===== src/rtl/display_scan_mux.sv =====
// display_scan_mux: time-multiplexed scanner for common-anode seven-segment banks.
// Each digit slot is a BLANK interval (all anodes off) followed by a DRIVE interval
// (one active-low anode, gated by that digit's enable). Digit value, enable and
// optional duty are captured only at slot entry, so the whole slot is glitch-free.
// Optional feature macro: SCAN_PWM_EN adds a per-slot duty input that limits how
// many DRIVE cycles the anode is actually asserted.
module display_scan_mux #(
    parameter  int NUM_DIGITS   = 2,
    parameter  int DATA_W       = 4,
    parameter  int DWELL_CYCLES = 24000,
    parameter  int BLANK_CYCLES = 16,
    localparam int IDX_W        = $clog2(NUM_DIGITS),
    localparam int DUTY_W       = $clog2(DWELL_CYCLES + 1)
) (
    input  logic                         clk,
    input  logic                         reset,
    input  logic [NUM_DIGITS*DATA_W-1:0] digit_data,
    input  logic [NUM_DIGITS-1:0]        digit_en,
`ifdef SCAN_PWM_EN
    input  logic [DUTY_W-1:0]            duty,
`endif
    output logic [DATA_W-1:0]            s,
    output logic [NUM_DIGITS-1:0]        anode_n,
    output logic [IDX_W-1:0]             digit_idx,
    output logic                         frame_start
);

    localparam int MAX_CNT = (DWELL_CYCLES > BLANK_CYCLES) ? DWELL_CYCLES : BLANK_CYCLES;
    localparam int CNT_W   = $clog2(MAX_CNT + 1);
    localparam int CMP_W   = (CNT_W > DUTY_W) ? CNT_W : DUTY_W;

    localparam logic [CNT_W-1:0] CNT_ZERO   = CNT_W'(0);
    localparam logic [CNT_W-1:0] CNT_ONE    = CNT_W'(1);
    localparam logic [CNT_W-1:0] BLANK_LAST = CNT_W'((BLANK_CYCLES > 0) ? BLANK_CYCLES - 1 : 0);
    localparam logic [CNT_W-1:0] DWELL_LAST = CNT_W'(DWELL_CYCLES - 1);
    localparam logic [IDX_W-1:0] IDX_ZERO   = IDX_W'(0);
    localparam logic [IDX_W-1:0] IDX_ONE    = IDX_W'(1);
    localparam logic [IDX_W-1:0] IDX_LAST   = IDX_W'(NUM_DIGITS - 1);

    typedef enum logic [0:0] {
        ST_BLANK = 1'b0,
        ST_DRIVE = 1'b1
    } state_t;

    state_t                  state_r, state_s;
    logic [CNT_W-1:0]        cnt_r, cnt_s;
    logic [IDX_W-1:0]        idx_r, idx_s;
    logic [DATA_W-1:0]       s_r, s_s;
    logic                    en_r, en_s;
    logic [NUM_DIGITS-1:0]   anode_r, anode_s;
    logic                    frame_r, frame_s;
    logic                    enter_s;
    logic                    lit_s;
    logic [DATA_W-1:0]       sel_data_s;
    logic                    sel_en_s;
`ifdef SCAN_PWM_EN
    logic [DUTY_W-1:0]       duty_r, duty_s;
`endif

    // Slot sequencing: BLANK/DRIVE state, cycle counter and digit index advance.
    always_comb begin
        state_s = state_r;
        cnt_s   = cnt_r + CNT_ONE;
        idx_s   = idx_r;
        enter_s = 1'b0;
        case (state_r)
            ST_BLANK: begin
                // A zero-length blank only occurs right after reset.
                if ((BLANK_CYCLES == 0) || (cnt_r == BLANK_LAST)) begin
                    state_s = ST_DRIVE;
                    cnt_s   = CNT_ZERO;
                    enter_s = 1'b1;
                end else begin
                    cnt_s = cnt_r + CNT_ONE;
                end
            end
            ST_DRIVE: begin
                if (cnt_r == DWELL_LAST) begin
                    cnt_s = CNT_ZERO;
                    idx_s = (idx_r == IDX_LAST) ? IDX_ZERO : (idx_r + IDX_ONE);
                    if (BLANK_CYCLES == 0) begin
                        state_s = ST_DRIVE;
                        enter_s = 1'b1;
                    end else begin
                        state_s = ST_BLANK;
                    end
                end else begin
                    cnt_s = cnt_r + CNT_ONE;
                end
            end
            default: begin
                state_s = ST_BLANK;
                cnt_s   = CNT_ZERO;
                idx_s   = IDX_ZERO;
            end
        endcase
    end

    // Select the value and enable of the digit whose slot starts next (one-hot mux).
    always_comb begin
        sel_data_s = {DATA_W{1'b0}};
        sel_en_s   = 1'b0;
        for (int i = 0; i < NUM_DIGITS; i++) begin
            sel_data_s = sel_data_s | (digit_data[i*DATA_W +: DATA_W] & {DATA_W{idx_s == IDX_W'(i)}});
            sel_en_s   = sel_en_s | (digit_en[i] & (idx_s == IDX_W'(i)));
        end
    end

    // Next values of the registered outputs; anode follows the state the next cycle is in.
    always_comb begin
        s_s     = enter_s ? sel_data_s : s_r;
        en_s    = enter_s ? sel_en_s : en_r;
`ifdef SCAN_PWM_EN
        duty_s  = enter_s ? duty : duty_r;
        lit_s   = (state_s == ST_DRIVE) && en_s && (CMP_W'(cnt_s) < CMP_W'(duty_s));
`else
        lit_s   = (state_s == ST_DRIVE) && en_s;
`endif
        anode_s = {NUM_DIGITS{1'b1}};
        for (int i = 0; i < NUM_DIGITS; i++) begin
            anode_s[i] = ~(lit_s && (idx_s == IDX_W'(i)));
        end
        frame_s = enter_s && (idx_s == IDX_ZERO);
    end

    // State and output registers; reset blanks the display immediately.
    always_ff @(posedge clk or negedge reset) begin
        if (!reset) begin
            state_r <= ST_BLANK;
            cnt_r   <= CNT_ZERO;
            idx_r   <= IDX_ZERO;
            s_r     <= {DATA_W{1'b0}};
            en_r    <= 1'b0;
            anode_r <= {NUM_DIGITS{1'b1}};
            frame_r <= 1'b0;
`ifdef SCAN_PWM_EN
            duty_r  <= {DUTY_W{1'b0}};
`endif
        end else begin
            state_r <= state_s;
            cnt_r   <= cnt_s;
            idx_r   <= idx_s;
            s_r     <= s_s;
            en_r    <= en_s;
            anode_r <= anode_s;
            frame_r <= frame_s;
`ifdef SCAN_PWM_EN
            duty_r  <= duty_s;
`endif
        end
    end

    assign s           = s_r;
    assign anode_n     = anode_r;
    assign digit_idx   = idx_r;
    assign frame_start = frame_r;

endmodule


===== config.mk =====
export PLATFORM = sky130hd
export DESIGN_NAME = display_scan_mux
export DESIGN_NICKNAME = d
export VERILOG_FILES = /design/src/rtl/display_scan_mux.sv
export SDC_FILE = /design/constraint.sdc
export NUM_CORES = 1
export LEC_CHECK = 0
export CAP_MARGIN = 20
export CORE_ASPECT_RATIO = 0.6
export CORE_MARGIN = 1
export CORE_UTILIZATION = 40
export CTS_CLUSTER_SIZE = 8
export DETAILED_ROUTE_END_ITERATION = 12
export GPL_TIMING_DRIVEN = 0
export PLACE_DENSITY = 0.68
export SETUP_SLACK_MARGIN = 0.05
export SYNTH_ARGS = -nofsm -noshare
export SYNTH_HDL_FRONTEND = slang
export SYNTH_SLANG_ARGS = --single-unit

===== constraint.sdc =====
create_clock -name clk -period 5.2 [get_ports clk]
set_input_delay 0.52 -clock clk [delete_from_list [all_inputs] [get_ports clk]]
set_output_delay 0.52 -clock clk [all_outputs]
set_load 0.01 [all_outputs]

==> results of run 1 <==
-- path summary, 6_finish.rpt --
path                                    start                   end
setup reg to reg           cnt_r[0]$_DFF_PN0_      s[2]$_DFFE_PN0N_
setup / recovery           cnt_r[0]$_DFF_PN0_      s[2]$_DFFE_PN0N_
hold / removal             cnt_r[0]$_DFF_PN0_    cnt_r[0]$_DFF_PN0_
max in group asynchronous               reset  anode_n[1]$_DFF_PN1_
hold reg to reg            cnt_r[0]$_DFF_PN0_    cnt_r[0]$_DFF_PN0_
min in group asynchronous               reset    cnt_r[3]$_DFF_PN0_
-- worst reg2reg max path, cell delays in order, from the launching register on --
cell	delay (ps)
dfrtp_1	390
ha_1	260
or4b_4	540
nor4_4	310
xnor2_2	240
mux2i_1	280
o21ai_1	80
-- power by group through the flow --
| stage | sequential, mW | clock (mW) | combinational, mW |
|---|---|---|---|
| global placement | 0.202 | 0 | 0.0214 |
| finish | 0.198 | 0.112 | 0.0240 |
| CTS | 0.198 | 0.116 | 0.0220 |
| detailed placement | 0.202 | 0 | 0.0219 |
| global route | 0.199 | 0.124 | 0.0261 |
| floorplan | 0.203 | 0 | 0.00347 |
-- synth_stat cells (2+ instances only) --
master   instances
dfrtp_1         23
nor2_1          14
nand2_1         13
nand3_1          8
xor2_1           8
mux2i_1          5
o21ai_1          5
xnor2_1          5
inv_1            4
nand4_1          3
and3_1           2
dfstp_2          2
nor3_1           2
nor4_1           2
o21ai_0          2
-- per-layer routing --
metal,vias to the layer above,share of wire
met5,-,0
met4,0,0.021
met3,6,0.041
met2,24,0.42
met1,425,0.52
li1,434,-
-- logic make-up after synthesis --
kind of cell	after synthesis	synth area share
compound gates	9	0.0402
xor+xnor	14	0.110
fa+ha+maj	1	0.0106
buf+inv	6	0.0264
flops	25	0.531
mux	5	0.0423
simple gates	53	0.240
-- metrics by stage --
stage | total power [mW] | instance area [sq um]
floorplan | 0.206 | 1180
detailed placement | 0.224 | 1420
global route | 0.348 | 1500
global placement | 0.223 | 1420
CTS | 0.336 | 1470
finish | 0.334 | 1500
-- flip-flops by register name, indices dropped and copies added, names as in the netlist --
signal,flops
cnt_r,15
frame_start,1
digit_idx,1
s,4
anode_n,2
en_r,1
state_r,1
-- layout make-up --
type                       count  area, sq um  share of cell area
multi-input combinational     82          524               0.350
clock buffer                   4         45.0              0.0301
buffer                         2         16.3              0.0109
sequential                    25          628               0.420
timing repair buffer          20          218               0.145
tap                           40         50.0              0.0334
inverter                       4         15.0              0.0100
==> results.py, run 1 <==
metrics = {
    "critical_path": {
        "cp_max_fo": 6,
        "start_kind": "flip-flop",
        "critPathBufInv": 0,
        "reg2reg_depth": 6,
        "crit_family": "simple AND/OR/NAND/NOR gates",
        "worst_path_max_delay_cell": "or4b_4",
        "required_ps": 5350,
        "max_stage_delay_ps": 540,
        "cp_data_arrival_time_ps": 2360,
        "cp_cell_sequence": "ha_1, or4b_4, nor4_4, xnor2_2, mux2i_1, o21ai_1",
        "crit_cells": 6,
        "critPathCaptureType": "flip-flop",
        "reg2reg_setup_slack_ps": 2990,
        "worst-setup-path-type": "reg2reg",
    },
    "place": {
        "io_buffer_count": 19,
        "dp_hpwl_um": 1930,
        "gp_congestion": 0.809,
        "dp_worst_setup_slack_ps": 3000,
        "numPlacedInstances": 172,
    },
    "clock_network": {
        "htree_levels": 1,
        "cts_resized": 0,
        "cts_setup_buffers": 0,
        "clk_latency_ps": 270,
        "clk_pin_slew_ps": 80,
        "clockBufferDepth": 2,
        "ctsRootBufferMaster": "clkbuf_8",
        "numCtsBuffers": 3,
        "cts_tree": "built",
        "cts_hold_buf": 0,
        "cts_sinks": 25,
    },
    "yosys": {
        "synth_top_area_frac": 0.486,
        "ys_seq_elements": 25,
        "synth_cells": 113,
        "synth_area_sq_mm": 0.00118,
        "syn-num-nets": 126,
        "async_reset_ff_frac": 1.00,
        "avgSynthCellArea_sq_um": 10.5,
        "synth-main-ff-cell": "dfrtp_1",
        "synth_top_area_cell": "dfrtp_1",
        "synth_area_leaders": "dfrtp_1 49%, xor2_1 5.9%, dfstp_2 4.4%",
        "synth_edf_count": 0,
        "ys_warn_count": 0,
        "synth.distinct_cells": 30,
        "ys_seq_area_frac": 0.531,
    },
    "power_and_ir_drop": {
        "power_frac_clock": 0.336,
        "powerDensity_mw_per_mm2": 224,
        "irDropWorstVdd_v": 0.000120,
        "pwr-share-seq": 0.592,
        "p_int_mw": 0.266,
        "p_leak_nw": 0.699,
        "p_comb_frac": 0.072,
        "p_switching_mw": 0.0683,
        "p_sw_frac": 0.204,
    },
    "sta": {
        "period_needed_ps": 2210,
        "setup_tns_ps": 0,
        "hold_slack_ps": 491,
        "rsz0062_at_grt": "false",
        "clock_skew_ps": 5.22,
        "relSlewSlack": 0.584,
        "hold_violations": 0,
        "fin_crit_sh": 0.425,
        "setup_viol": 0,
        "max_freq_mhz": 452,
        "worst_slack_ps": 2990,
        "tightest_slew_ps": 620,
        "maxSlewViolCount": 0,
    },
    "grt": {
        "use_met3": 0.0569,
        "grt_pass1_vias": 843,
        "grt_pass1_wl_um": 4280,
        "grt_busiest_layer": "met1",
        "grt_max_degree": 26,
        "antenna_found_initial": 0,
        "grt-ovfl-total": 0,
        "grtUsageTotal": 0.185,
        "grtUsageMet2": 0.245,
        "grt_use_met1": 0.282,
    },
    "floorplan": {
        "dieArea_sq_mm": 0.00319,
        "die_w_um": 72.2,
        "io_pins": 20,
        "row_count": 14,
        "core_sq_mm": 0.00265,
        "initial_core_util": 0.447,
        "chipHeight_um": 44.1,
    },
    "final_layout": {
        "drive_above_1_share": 0.0949,
        "final_cells": 177,
        "syn_to_final_growth_pct": 26.4,
        "final_common_cell": "dfrtp_1",
        "final_cell_mix": "23 x dfrtp_1, 19 x clkdlybuf4s50_1, 14 x nor2_1",
        "nNetsFinal": 151,
        "fin_util": 0.566,
        "fillers": 232,
        "diodes": 0,
    },
    "detailed_routing": {
        "wire_per_inst_um": 14.0,
        "drt_wl_total_um": 2490,
        "via_per_inst": 5.02,
        "drc": 0,
        "antenna_left": 0,
        "vias": 889,
        "first_pass_iters": 4,
        "drt_iter0_drc": 46,
    },
    "min_path": {
        "hold_class": "reg2reg",
        "holdPathStages": 1,
    },
    "job": {
        "max_cap_violations": 0,
    },
    "outcome": {
        "status": "complete, no violations",
    },
}
Note: power is estimated with default switching activity, not from simulation.
==> inputs of run 2 (changes only) <==
--- a/config.mk
+++ b/config.mk
@@ -12,7 +12,7 @@
 export CTS_CLUSTER_SIZE = 8
 export DETAILED_ROUTE_END_ITERATION = 12
 export GPL_TIMING_DRIVEN = 0
-export PLACE_DENSITY = 0.68
+export PLACE_DENSITY = 0.7
 export SETUP_SLACK_MARGIN = 0.05
 export SYNTH_ARGS = -nofsm -noshare
 export SYNTH_HDL_FRONTEND = slang
==> constraint.sdc (replaced) <==
create_clock -name clk -period 2 [get_ports clk]
set_input_delay 0.2 -clock clk [delete_from_list [all_inputs] [get_ports clk]]
set_output_delay 0.2 -clock clk [all_outputs]
set_load 0.01 [all_outputs]
==> run 2 against run 1 <==
Compared with the run above: global-route usage decreased by 0.89 points; utilization up 2.2 points; total power rose to 2.6 times the previous value.
==> results.py, run 2 (same netlist as run 1, synthesis figures left out) <==
metrics = {
    "critical_path": {
        "start_kind": "flip-flop",
        "cp_max_fo": 6,
        "reg2reg_from": "cnt_r[1]$_DFF_PN0_",
        "reg2reg_depth": 6,
        "cp_data_arrival_time_ps": 2150,
        "worst-setup-path-type": "reg2reg",
        "worstReg2RegEnd": "s[3]$_DFFE_PN0N_",
        "critPathCaptureType": "flip-flop",
        "required_ps": 2170,
        "max_stage_delay_ps": 490,
        "cp_cell_sequence": "ha_2, or4b_4, nor4_4, xnor2_4, mux2i_1, o21ai_1",
        "reg2reg_setup_slack_ps": 20,
        "critPathLaunch": "cnt_r[1]$_DFF_PN0_",
        "worst_path_max_delay_cell": "or4b_4",
        "crit_end": "s[3]$_DFFE_PN0N_",
    },
    "clock_network": {
        "numCtsBuffers": 3,
        "clk_pin_slew_ps": 90,
        "ctsRootBufferMaster": "clkbuf_8",
        "htree_levels": 1,
        "cts_sinks": 25,
        "clockBufferDepth": 2,
        "clk_latency_ps": 270,
        "cts_tree": "built",
    },
    "detailed_routing": {
        "drc": 0,
        "antenna_left": 0,
        "via_per_inst": 4.93,
        "wire_per_inst_um": 13.3,
        "vias": 902,
        "drt_wl_total_um": 2440,
        "first_pass_iters": 4,
        "drt_iter0_drc": 34,
    },
    "floorplan": {
        "io_pins": 20,
        "core_sq_mm": 0.00265,
        "die_w_um": 72.2,
        "row_count": 14,
        "dieArea_sq_mm": 0.00319,
        "initial_core_util": 0.447,
        "chipHeight_um": 44.1,
    },
    "sta": {
        "maxSlewViolCount": 0,
        "period_needed_ps": 1980,
        "hold_violations": 0,
        "relSlewSlack": 0.612,
        "setup_viol": 0,
        "rsz0062_at_grt": "true",
        "max_freq_mhz": 505,
        "hold_slack_ps": 224,
        "clock_skew_ps": 9.29,
        "fin_crit_sh": 0.991,
        "tightest_slew_ps": 578,
    },
    "place": {
        "numPlacedInstances": 172,
        "dp_hpwl_um": 1830,
        "io_buffer_count": 19,
        "gp_congestion": 0.802,
        "placed_area_sq_mm": 0.00143,
    },
    "grt": {
        "antenna_found_initial": 0,
        "grt_pass1_vias": 825,
        "grtUsageTotal": 0.176,
        "grt_pass1_wl_um": 4090,
        "grt-ovfl-total": 0,
        "grt_max_degree": 26,
    },
    "min_path": {
        "hold_class": "in2async",
    },
    "final_layout": {
        "final_common_cell": "dfrtp_1",
        "final_cell_mix": "21 x dfrtp_1, 19 x clkdlybuf4s50_1, 14 x nor2_1",
        "drive_above_1_share": 0.168,
        "design_area_sq_mm": 0.00156,
        "nNetsFinal": 157,
        "top_register": "cnt_r",
        "largest_reg_flops": 15,
        "final_cells": 183,
        "syn_to_final_growth_pct": 31.4,
        "diodes": 0,
    },
    "power_and_ir_drop": {
        "irDropWorstVdd_v": 0.000312,
        "total_power_mw": 0.875,
        "powerDensity_mw_per_mm2": 563,
        "p_leak_nw": 0.717,
    },
    "job": {
        "max_cap_violations": 0,
    },
    "outcome": {
        "status": "complete, no violations",
    },
}
run 2: repair_timing:
action,CTS,global route
hold buffers,0,0
resized for setup,3,2
setup endpoints to repair,15,18
setup buffers,5,1
pin swaps,1,1
hold endpoints to repair,0,0
run 2: cell type report:
type	count	area (sq um)
Sequential cell	25	631
Multi-Input combinational cell	82	542
Inverter	4	15.0
Tap cell	40	50.0
Clock inverter	1	7.51
Timing Repair Buffer	26	250
Fill cell	221	1090
Clock buffer	3	41.3
Buffer	2	18.8
run 2: per-stage QoR:
stage	utilization	setup TNS, ps	worst slack, ps
2_1_floorplan	-	0	105
3_3_place_gp	0.539	-223	-67.3
3_5_place_dp	0.539	-557	-72.0
4_1_cts	0.579	0	36.4
5_1_grt	0.588	-320	-63.7
6_report	0.588	0	18.1
run 2: worst min path at each step:
stage	start	endpoint	slack [ps]
3_3_place_gp	s[3]$_DFFE_PN0N_	s[3]$_DFFE_PN0N_	470
2_1_floorplan	reset	cnt_r[0]$_DFF_PN0_	-100
5_1_grt	reset	cnt_r[0]$_DFF_PN0_	250
6_report	reset	cnt_r[0]$_DFF_PN0_	220
3_5_place_dp	s[3]$_DFFE_PN0N_	s[3]$_DFFE_PN0N_	480
4_1_cts	s[3]$_DFFE_PN0N_	s[3]$_DFFE_PN0N_	500
run 2: per-layer routing:
metal	up-vias	part of all wire	global-route usage
li1	448	-	-
met1	438	0.54	0.267
met2	12	0.42	0.243
met3	4	0.028	0.0547
met4	0	0.010	0.0471
met5	-	0	0
run 2: power breakdown:
part	internal, mW	switching [mW]
Combinational	0.0352	0.0238
Clock	0.141	0.160
Sequential	0.512	0.00306
run 2: worst max-delay path: cells and delay by family (launching register included):
kind	cells	cell delay (ps)
AOI/OAI and AO/OA	1	80
xor gates and xnor gates	1	210
adders and majority gates	1	180
DFF	1	360
muxes	1	280
and+or+nand+nor	2	750
